[src/rtl/alu_share_arb.sv]
// Round-robin arbiter/sequencer for two requesters sharing one 32-bit ALU; holds operands for a per-op latency.
// Build option: define ALU_SHARE_ARB_FIXED_PRIO_EN for fixed priority (requester 0 wins ties, ptr held at 0).
`timescale 1ns/1ps
module alu_share_arb #(
  parameter int MUL_LAT = 2,
  parameter int OP_LAT  = 1
) (
  input  logic        clk_i,
  input  logic        rst_i,
  input  logic        req0_valid_i,
  output logic        req0_ready_o,
  input  logic [31:0] req0_data1_i,
  input  logic [31:0] req0_data2_i,
  input  logic [2:0]  req0_ctrl_i,
  input  logic        req1_valid_i,
  output logic        req1_ready_o,
  input  logic [31:0] req1_data1_i,
  input  logic [31:0] req1_data2_i,
  input  logic [2:0]  req1_ctrl_i,
  output logic [31:0] alu_data1_o,
  output logic [31:0] alu_data2_o,
  output logic [2:0]  alu_ctrl_o,
  input  logic [31:0] alu_data_i,
  input  logic        alu_zero_i,
  output logic        resp_valid_o,
  input  logic        resp_ready_i,
  output logic [31:0] resp_data_o,
  output logic        resp_zero_o,
  output logic        resp_id_o
);

  localparam logic [2:0] CTRL_MUL = 3'b010;
  localparam logic [3:0] MUL_CNT  = 4'(MUL_LAT - 1);
  localparam logic [3:0] OP_CNT   = 4'(OP_LAT - 1);

  typedef enum logic [1:0] {
    IDLE = 2'd0,
    EXEC = 2'd1,
    RESP = 2'd2
  } state_t;

  state_t      state_q;
  logic        ptr_q;
  logic [3:0]  cnt_q;
  logic [31:0] op_data1_q;
  logic [31:0] op_data2_q;
  logic [2:0]  op_ctrl_q;
  logic        op_id_q;
  logic        resp_valid_q;
  logic [31:0] resp_data_q;
  logic        resp_zero_q;
  logic        resp_id_q;

  logic        win_d;
  logic        grant_d;
  logic [31:0] sel_data1_d;
  logic [31:0] sel_data2_d;
  logic [2:0]  sel_ctrl_d;
  logic [3:0]  sel_cnt_d;
  logic        ptr_d;

  // Grant depends only on state, ptr and this cycle's valids; rst_i masks it so no accept is advertised during reset.
  always_comb begin
    win_d = ptr_q;
    if (ptr_q ? !req1_valid_i : !req0_valid_i) begin
      win_d = ~ptr_q;
    end
    grant_d = (state_q == IDLE) && !rst_i && (win_d ? req1_valid_i : req0_valid_i);
  end

  assign req0_ready_o = grant_d && !win_d;
  assign req1_ready_o = grant_d &&  win_d;

  always_comb begin
    sel_data1_d = win_d ? req1_data1_i : req0_data1_i;
    sel_data2_d = win_d ? req1_data2_i : req0_data2_i;
    sel_ctrl_d  = win_d ? req1_ctrl_i  : req0_ctrl_i;
    sel_cnt_d   = (sel_ctrl_d == CTRL_MUL) ? MUL_CNT : OP_CNT;
`ifdef ALU_SHARE_ARB_FIXED_PRIO_EN
    ptr_d = 1'b0;
`else
    ptr_d = ~win_d;
`endif
  end

  // Operand registers double as the ALU drive: loaded on accept, cleared when leaving EXEC.
  always_ff @(posedge clk_i) begin
    if (rst_i) begin
      state_q      <= IDLE;
      ptr_q        <= 1'b0;
      cnt_q        <= 4'd0;
      op_data1_q   <= 32'd0;
      op_data2_q   <= 32'd0;
      op_ctrl_q    <= 3'd0;
      op_id_q      <= 1'b0;
      resp_valid_q <= 1'b0;
      resp_data_q  <= 32'd0;
      resp_zero_q  <= 1'b0;
      resp_id_q    <= 1'b0;
    end else begin
      case (state_q)
        IDLE: begin
          if (grant_d) begin
            op_data1_q <= sel_data1_d;
            op_data2_q <= sel_data2_d;
            op_ctrl_q  <= sel_ctrl_d;
            op_id_q    <= win_d;
            cnt_q      <= sel_cnt_d;
            ptr_q      <= ptr_d;
            state_q    <= EXEC;
          end
        end
        EXEC: begin
          if (cnt_q != 4'd0) begin
            cnt_q <= cnt_q - 4'd1;
          end else begin
            resp_data_q  <= alu_data_i;
            resp_zero_q  <= alu_zero_i;
            resp_id_q    <= op_id_q;
            resp_valid_q <= 1'b1;
            op_data1_q   <= 32'd0;
            op_data2_q   <= 32'd0;
            op_ctrl_q    <= 3'd0;
            state_q      <= RESP;
          end
        end
        RESP: begin
          // Handshake returns to IDLE; the next accept can only happen a cycle later.
          if (resp_ready_i) begin
            resp_valid_q <= 1'b0;
            state_q      <= IDLE;
          end
        end
        default: state_q <= IDLE;
      endcase
    end
  end

  assign alu_data1_o  = op_data1_q;
  assign alu_data2_o  = op_data2_q;
  assign alu_ctrl_o   = op_ctrl_q;
  assign resp_valid_o = resp_valid_q;
  assign resp_data_o  = resp_data_q;
  assign resp_zero_o  = resp_zero_q;
  assign resp_id_o    = resp_id_q;

endmodule

[config.mk]
export PLATFORM = sky130hd
export DESIGN_NAME = alu_share_arb
export DESIGN_NICKNAME = d
export VERILOG_FILES = /design/src/rtl/alu_share_arb.sv
export SDC_FILE = /design/constraint.sdc
export NUM_CORES = 1
export LEC_CHECK = 0
export BUFFER_PORTS_ARGS = -buffer_cell sky130_fd_sc_hd__buf_2
export CORE_AREA = 2 2 127 129
export DETAILED_ROUTE_END_ITERATION = 7
export DIE_AREA = 0 0 129 131
export PLACE_DENSITY = 0.67
export SLEW_MARGIN = 15
export SYNTH_ARGS = -nofsm -noshare
export SYNTH_HDL_FRONTEND = slang
export SYNTH_SLANG_ARGS = --single-unit
[constraint.sdc]
create_clock -name clk_i -period 1.7 [get_ports clk_i]
set_input_delay 0.17 -clock clk_i [delete_from_list [all_inputs] [get_ports clk_i]]
set_output_delay 0.17 -clock clk_i [all_outputs]
set_load 0.01 [all_outputs]
==> reports/metrics.yaml, run 1 <==
rows: 46
syn-mean-instance-area_um2: 9.083
grtUsageTotal_pct: 15.76
power.share.clock_pct: 32.1
antenna_left: 0
io_buffers: 275
dr.pass1.iters: 5
internal-power_uw: 4502
root_buffer: "clkbuf_16"
ctsHtreeMaxLevel: 3
fillers: 1584
viasPerCell: 4.817
grt_pass1_wl_um: 20860
synthTopCellsByCount: "dfxtp_1 (110), nand2_1 (89), nor2_1 (58)"
multiInputGateArea_um2: 1917
synth_most_common_cell: "dfxtp_1"
worstSetupPathDepth: 5
crit_top_cell: "buf_6"
n_antenna_cell: 0
critPathKind: "reg2out"
combinationalPowerShare_pct: 22.8
gp_congestion: 0.7789
drive_gt1_share_pct: 44.24
initial_core_util_pct: 28.30
crit_arrival_ns: 1.52
synth-seq-cells: 110
period_share_pct: 99.23
grt_overflow: 0
p_total_uw: 6367
die_area_um2: 16900
area_growth_pct: 46.83
power_frac_seq_pct: 45.2
rsz0062_at_grt: "yes"
drt_iter0_markers: 456
grt_pass1_vias: 4213
swShare_pct: 29.30
yosys.area.top_type: "dfxtp_1"
antenna_found_initial: 0
cts.sinks: 110
holdCritPathClass: "in2reg"
cp_max_fo: 7
cp_slowest_stage_delay_ns: 0.37
required_ns: 1.53
fin_nets: 933
synthArstFlopShare_pct: 0
routed_wl_um: 15210
relSlewSlack_pct: 62.21
pin_count: 276
cts_tree: "built"
cp_num_buf_inv: 3
cts_buffers: 9
min_from: "alu_data_i[9]"
cts_hold_buf: 0
r2r_cells: 7
clk_path_buf_depth: 2
switching_power_uw: 1865
vdd_drop_max_uv: 601.6
fin_skew_ns: 0.008249
yosysWarnings: 0
final-hold-violation-count: 0
min_period_ns: 1.687
yosysTopAreaCellShare_pct: 49.89
path_clk_slew_ns: 0.08
synth_edf_count: 0
final_cell_area_um2: 6481
path_cells: "nor3_4 > buf_6 > and3_4 > buf_12 > buf_6"
setup_viol: 0
placed_area_um2: 5926
p_leak_uw: 0.003053
final.setup.worst_slack_ns: 0.01307
wl_per_cell_um: 15.52
synth_cells: 486
max_freq_mhz: 592.8
place_ws_ns: -0.0002407
synth.distinct_cells: 36
die_w_um: 129
cpMaxStageDelayCell: "dfxtp_4"
syn_area_um2: 4414
grt_max_degree: 108
reg2reg_from: "cnt_q[0]"
cp-start-kind: "register"
outcome: "finished clean"
die_y_um: 131
slew_viol_final: 0
drv_cap: 0
core_um2: 15600
worst_hold_path.endpoint: "resp_data_o[9]"
worst_pin_slew_ns: 0.5668
ys_seq_area_share_pct: 49.89
worstSetupEndpointType: "output pin"
crit_family: "simple AND/OR/NAND/NOR gates"
regArea_um2: 2211
hpwl_um: 9557
reg2reg_slack_ns: 0.04
synth_nets: 660
synth_ff_type: "dfxtp_1"
r2r-end: "cnt_q[0]"
vias: 4721
insertion_delay_ns: 0.35
holdPathStages: 3
powerDensity_nw_per_um2: 982.4
drc: 0
synth_area_leaders: "dfxtp_1 (50%), a222oi_1 (12%), nand2_1 (7.6%), a21oi_1 (5.8%), nor2_1 (4.9%)"
## how the worst max path moves through the flow
stage                           end  startpoint
floorplan                  cnt_q[1]    cnt_q[0]
global placement           cnt_q[1]    cnt_q[1]
detailed placement  alu_data2_o[17]    cnt_q[1]
CTS                    req0_ready_o  state_q[1]
global route           req0_ready_o  state_q[1]
finish                 req0_ready_o  state_q[1]
## state kept, by name, indices dropped and copies added (netlist names)
register	cells
resp_valid_o	1
resp_id_o	1
alu_data1_o	32
alu_ctrl_o	3
alu_data2_o	32
state_q	2
op_id_q	1
resp_data_o	32
ptr_q	1
resp_zero_o	1
cnt_q	4
## area by class of cell
type	count	area share [%]
well taps	216	4.170
clock inverters	6	0.7143
repair buffers	306	27.57
flip-flops and latches	110	34.11
multi-input cells	329	29.58
clock buffers	10	3.687
inverters	3	0.1737
## worst min-delay path, stage by stage
cell and delay (ns):
buf_2 0.09, nand2_1 0.04, a21oi_1 0.05
## placed cells by master, fill, tap and decap left out, drive strengths merged, types with 3 or more instances in the layout
master / netlist / final
a222oi: 51 / 51
clkinv: 0 / 3
a21oi: 51 / 51
clkbuf: 16 / 13
nand3: 14 / 14
o21ai: 17 / 17
nand2: 89 / 89
a21o: 16 / 16
inv: 3 / 4
nor2: 59 / 59
buf: 28 / 303
mux2i: 4 / 4
nand2b: 4 / 4
dfxtp: 110 / 110
## power groups by stage
stage / registers [uW] / clock network, uW / logic (uW)
final: 2870 / 2040 / 1450
after global routing: 2900 / 2220 / 1580
after CTS: 2870 / 2120 / 1340
after detailed placement: 2930 / 0 / 1270
after global placement: 2930 / 0 / 1260
after floorplan: 3010 / 0 / 680
## timing repair
item,4_1_cts,5_1_grt
pin swaps,2,35
buffers inserted,4,11
resized for setup,5,16
endpoints found under the setup margin,3,78
cloned,2,4
## stage by stage
step                hold WS [ns]    TNS (ns)  cells  utilization [%]
global route             0.03493     -0.3421    980            41.55
global placement          0.4105           0    947            37.99
detailed placement        0.4154  -0.0002407    947            37.99
finish                   0.04002           0    980            41.55
CTS                      0.02980   -0.004947    969            40.61
floorplan                 0.3060           0    486                -
## layer usage
layer	global-route usage (%)	part of all wire [%]	vias to the layer above
met1	18.27	41	2178
met4	5.946	1.6	0
met5	0	0	-
li1	-	-	2301
met3	3.868	8.3	15
met2	28.17	49	227
## cells by family (layout without fill, tap and decap cells)
group | count (synthesis) | in the layout | share of synthesized area (%)
flops | 110 | 110 | 49.89
buf+inv | 47 | 325 | 7.511
fa+ha+maj | 2 | 2 | 0.5668
simple gates | 181 | 181 | 17.60
mux | 4 | 4 | 0.9071
compound gates | 142 | 142 | 23.53
No activity file was read; power rests on OpenSTA's default activity.
==> run 2, diff against run 1 <==
--- a/config.mk
+++ b/config.mk
@@ -7,6 +7,7 @@
 export LEC_CHECK = 0
 export BUFFER_PORTS_ARGS = -buffer_cell sky130_fd_sc_hd__buf_2
 export CORE_AREA = 2 2 127 129
+export CTS_BUF_LIST = sky130_fd_sc_hd__clkbuf_4 sky130_fd_sc_hd__clkbuf_8
 export DETAILED_ROUTE_END_ITERATION = 7
 export DIE_AREA = 0 0 129 131
 export PLACE_DENSITY = 0.67
==> reports/metrics.yaml, run 2 (same netlist as run 1, synthesis figures left out) <==
outcome: "finished, violations left"
violations: "setup timing"
relSlewSlack_pct: 62.28
grt_max_degree: 108
drt_iter0_markers: 425
setup_viol: 3
routed_wl_um: 15990
rows: 46
core_um2: 15600
worstSetupEndpointType: "register"
pin_count: 276
dr.pass1.iters: 6
antenna_left: 0
n_antenna_cell: 0
area_growth_pct: 53.17
io_buffers: 275
gp_congestion: 0.7789
period_share_pct: 101.0
cts.sinks: 110
cp-start-kind: "register"
cts_tree: "built"
cp_max_fo: 16
root_buffer: "clkbuf_8"
slew_viol_final: 0
grt_pass1_wl_um: 22140
initial_core_util_pct: 28.30
vias: 4920
viasPerCell: 4.843
rsz0062_at_grt: "yes"
cts_buffers: 9
layout_commonest_cell: "buf_2"
clk_path_buf_depth: 2
path_clk_slew_ns: 0.11
final_cell_area_um2: 6761
path_cells: "inv_2 > ha_4 > nor3b_4 > a22oi_2 > buf_4 > buf_4 > a222oi_1 > nor2_1"
place_inst: 947
worst_pin_slew_ns: 0.5658
finalSetupTns_ns: -0.02748
cpMaxStageDelayCell: "dfxtp_1"
grt_pass1_vias: 4486
drive_gt1_share_pct: 43.88
drv_cap: 0
cp_slowest_stage_delay_ns: 0.34
r2r_cells: 8
hpwl_um: 9557
holdPathStages: 3
reg2reg_slack_ns: -0.02
use_met3_pct: 4.031
min_period_ns: 1.716
fillers: 1553
critPathKind: "reg2reg"
required_ns: 1.97
fin_nets: 969
whs_ns: 0.02641
grtUsageTotal_pct: 16.67
gr-usage-met2_pct: 29.85
min_from: "alu_data_i[15]"
die_y_um: 131
wl_per_cell_um: 15.73
p_leak_uw: 0.003180
finalNonFillerCells: 1016
fin_skew_ns: 0.01224
powerDensity_nw_per_um2: 880.2
final.setup.worst_slack_ns: -0.01647
grt_overflow: 0
holdCritPathClass: "in2reg"
drc: 0
insertion_delay_ns: 0.38
worst_hold_path.endpoint: "resp_data_o[15]"
die_w_um: 129
ctsHtreeMaxLevel: 3
p_total_uw: 5951
die_area_um2: 16900
crit_arrival_ns: 1.98
max_freq_mhz: 582.6
final-hold-violation-count: 0
mostFrequentLayoutCells: "buf_2 (272), dfxtp_1 (106), nand2_1 (88)"
grt.busiest_layer: "met2"
vdd_drop_max_uv: 445.1
placed_area_um2: 5926
r2r-end: "alu_data2_o[6]"
reg2reg_from: "cnt_q[0]"
crit_top_cell: "buf_4"
use_met1_pct: 18.75
antenna_found_initial: 0
run 2: changes by cell type in the layout (fill, tap and decap cells not counted), sizes merged:
cell         previous run  this run
dlygate4sd3             0        29
clkbuf                 13        12
bufbuf                  0         1
buf                   303       310
run 2: metrics by stage:
step                utilization, %  setup slack [ns]
CTS                          42.11          0.005173
global placement             37.99           0.04443
finish                       43.35          -0.01647
detailed placement           37.99        -0.0002407
global route                 43.35           -0.1125
floorplan                        -            0.1257
run 2: layout make-up:
class	count	area (um^2)	area share, %
Multi-Input combinational cell	329	1942	28.72
Tap cell	216	270.3	3.997
Sequential cell	110	2215	32.75
Inverter	3	11.26	0.1665
Clock inverter	6	46.29	0.6847
Clock buffer	10	137.6	2.036
Timing Repair Buffer	342	2140	31.64
run 2: how the worst max path moves through the flow:
stage	from	to	cells past startpoint
global route	cnt_q[0]	alu_data2_o[25]	9
finish	cnt_q[0]	alu_data2_o[6]	8
floorplan	cnt_q[0]	cnt_q[1]	6
detailed placement	cnt_q[1]	alu_data2_o[17]	7
global placement	cnt_q[1]	cnt_q[1]	6
CTS	ptr_q	alu_data2_o[17]	6
run 2: layer usage:
layer | wire, um | up-vias
met4 | 416 | 0
met3 | 1221 | 20
met2 | 7970 | 231
li1 | - | 2377
met1 | 6377 | 2292
met5 | 0 | -
run 2: power breakdown:
group | internal (uW) | total [uW] | leakage [uW] | switching (uW)
Clock | 582 | 1520 | 0.0000889 | 936
Combinational | 766 | 1560 | 0.00219 | 791
Sequential | 2770 | 2880 | 0.000900 | 108
run 2: what timing repair did:
item | 4_1_cts | 5_1_grt
hold buffers | 29 | 0
endpoints found under the hold margin | 29 | 0
endpoints found under the setup margin | 3 | 80
setup buffers | 7 | 15
pin swaps | 3 | 30
gates cloned | 3 | 2
gates resized for setup | 6 | 30
run 2: critical path, delay by kind of cell (launching register included):
family / cells / cell delay (ns)
flops: 1 / 0.34
fa+ha+maj: 1 / 0.13
buf+inv: 3 / 0.43
compound gates: 2 / 0.41
simple gates: 2 / 0.28
==> run 3, diff against run 2 <==
--- a/config.mk
+++ b/config.mk
@@ -6,11 +6,11 @@
 export NUM_CORES = 1
 export LEC_CHECK = 0
 export BUFFER_PORTS_ARGS = -buffer_cell sky130_fd_sc_hd__buf_2
-export CORE_AREA = 2 2 127 129
+export CORE_AREA = 2 2 116 118
 export CTS_BUF_LIST = sky130_fd_sc_hd__clkbuf_4 sky130_fd_sc_hd__clkbuf_8
 export DETAILED_ROUTE_END_ITERATION = 7
-export DIE_AREA = 0 0 129 131
-export PLACE_DENSITY = 0.67
+export DIE_AREA = 0 0 118 120
+export PLACE_DENSITY = 0.79
 export SLEW_MARGIN = 15
 export SYNTH_ARGS = -nofsm -noshare
 export SYNTH_HDL_FRONTEND = slang
==> constraint.sdc (replaced) <==
create_clock -name clk_i -period 1.4 [get_ports clk_i]
set_input_delay 0.14 -clock clk_i [delete_from_list [all_inputs] [get_ports clk_i]]
set_output_delay 0.14 -clock clk_i [all_outputs]
set_load 0.01 [all_outputs]
==> reports/metrics.yaml, run 3 (same netlist as run 1, synthesis figures left out) <==
outcome: "finished, violations left"
violations: "DRC, setup timing"
crit_family: "simple AND/OR/NAND/NOR gates"
die_w_um: 118
use_met3_pct: 4.658
final_cell_area_um2: 6895
grt_overflow: 0
path_cells: "nor3_4 > buf_6 > buf_4 > a22oi_2 > buf_6 > or3_1 > a21boi_1"
min_from: "req1_data1_i[11]"
crit_top_cell: "buf_6"
hpwl_um: 9441
min_period_ns: 1.626
grt_pass1_vias: 4624
dr.pass1.iters: 8
clk_path_buf_depth: 2
gp_congestion: 0.8109
gr-usage-met2_pct: 34.38
multiInputGateArea_um2: 2017
worstSetupEndpointType: "register"
max_freq_mhz: 614.9
fin_skew_ns: 0.01840
reg2reg_from: "state_q[1]"
required_ns: 1.70
crit_end: "cnt_q[2]"
io_buffers: 275
powerDensity_nw_per_um2: 1057
swShare_pct: 30.06
cts.sinks: 110
die_y_um: 120
cp-start-kind: "register"
setup_viol: 108
fillers: 1188
grtUsageTotal_pct: 19.62
antenna_left: 0
internal-power_uw: 5097
power.share.clock_pct: 25.8
area_growth_pct: 56.21
cp_max_fo: 6
wl_per_cell_um: 15.30
worst_pin_slew_ns: 0.4217
r2r-end: "cnt_q[2]"
drt_iter0_markers: 424
worstSetupPathDepth: 7
cpMaxStageDelayCell: "dfxtp_4"
slew_viol_final: 0
placed_area_um2: 6106
grt.busiest_layer: "met2"
cp_num_buf_inv: 3
core_um2: 12980
antenna_found_initial: 2
fin_nets: 979
period_share_pct: 116.2
combinationalPowerShare_pct: 26.3
holdCritPathClass: "in2reg"
pin_count: 276
rows: 42
crit_arrival_ns: 1.92
p_leak_uw: 0.003256
reg2reg_slack_ns: -0.23
insertion_delay_ns: 0.37
vdd_drop_max_uv: 653.2
rsz0062_at_grt: "yes"
ctsHtreeMaxLevel: 3
critPathKind: "reg2reg"
drv_cap: 0
root_buffer: "clkbuf_8"
fin_util_pct: 53.12
crit_start: "state_q[1]"
use_met1_pct: 23.67
drc: 3
viasPerCell: 5.105
cts_buffers: 9
grt_pass1_wl_um: 22580
power_frac_seq_pct: 47.9
layout_commonest_cell: "buf_2"
initial_core_util_pct: 34.01
p_total_uw: 7288
path_clk_slew_ns: 0.11
routed_wl_um: 15110
final.setup.worst_slack_ns: -0.2263
finalSetupTns_ns: -17.80
regArea_um2: 2211
cts_tree: "built"
r2r_cells: 7
vias: 5039
cp_slowest_stage_delay_ns: 0.37
final-hold-violation-count: 0
mostFrequentLayoutCells: "buf_2 (272), dfxtp_1 (105), nand2_1 (89)"
relSlewSlack_pct: 71.88
switching_power_uw: 2191
drive_gt1_share_pct: 46.67
die_area_um2: 14160
grt_max_degree: 69
## run 3: cell types whose count changed in the layout (fill, tap and decap cells not counted), sizes merged
| cell | change |
|---|---|
| bufbuf | -1 |
| clkinvlp | -2 |
| diode | +1 |
| clkinv | +1 |
| buf | +12 |
## run 3: area by class of cell
class / instances / area share, %
Timing Repair Buffer: 352 / 32.48
Antenna cell: 1 / 0.03629
Inverter: 3 / 0.1633
Sequential cell: 110 / 32.06
Multi-Input combinational cell: 329 / 29.25
Clock inverter: 5 / 0.6169
Tap cell: 176 / 3.194
Clock buffer: 11 / 2.196
## run 3: how the worst min path moves through the flow
stage	to	slack, ns	cells past startpoint
floorplan	resp_data_o[0]	0.28	2
global placement	resp_data_o[27]	0.38	3
detailed placement	resp_data_o[25]	0.39	3
CTS	alu_data1_o[11]	0.007	3
global route	alu_data1_o[3]	0.02	3
finish	alu_data1_o[11]	0.02	3
## run 3: power by group through the flow
stage                     Combinational (uW)  Clock [uW]  Sequential, uW
after CTS                               1830        1920            3480
final                                   1920        1880            3490
after global routing                    2080        2070            3520
after global placement                  1640           0            3550
after floorplan                          848           0            3660
after detailed placement                1660           0            3550
## run 3: worst min-delay path: stages
cell	delay [ns]
buf_2	0.08
a222oi_1	0.06
nor2_1	0.07
## run 3: routing by layer
metal,vias to the layer above,share of wire (%)
met5,-,0.046
met4,2,1.8
met3,26,7.0
met2,251,51
met1,2361,40
li1,2399,-
## run 3: through the flow
step,hold slack [ns],setup slack (ns),std cells
5_1_grt,0.01792,-0.3199,986
6_report,0.02359,-0.2263,987
3_5_place_dp,0.3860,-0.2018,926
2_1_floorplan,0.2760,-0.1387,486
4_1_cts,0.006533,-0.2128,983
3_3_place_gp,0.3801,-0.1643,926
## run 3: what timing repair did
| action | 4_1_cts | 5_1_grt |
|---|---|---|
| gates resized for setup | 9 | 25 |
| endpoints found under the setup margin | 109 | 110 |
| buffers inserted | 10 | 2 |
| hold buffers | 29 | 0 |
| cloned | 2 | 1 |
| pin swaps | 17 | 36 |
| endpoints found under the hold margin | 29 | 0 |
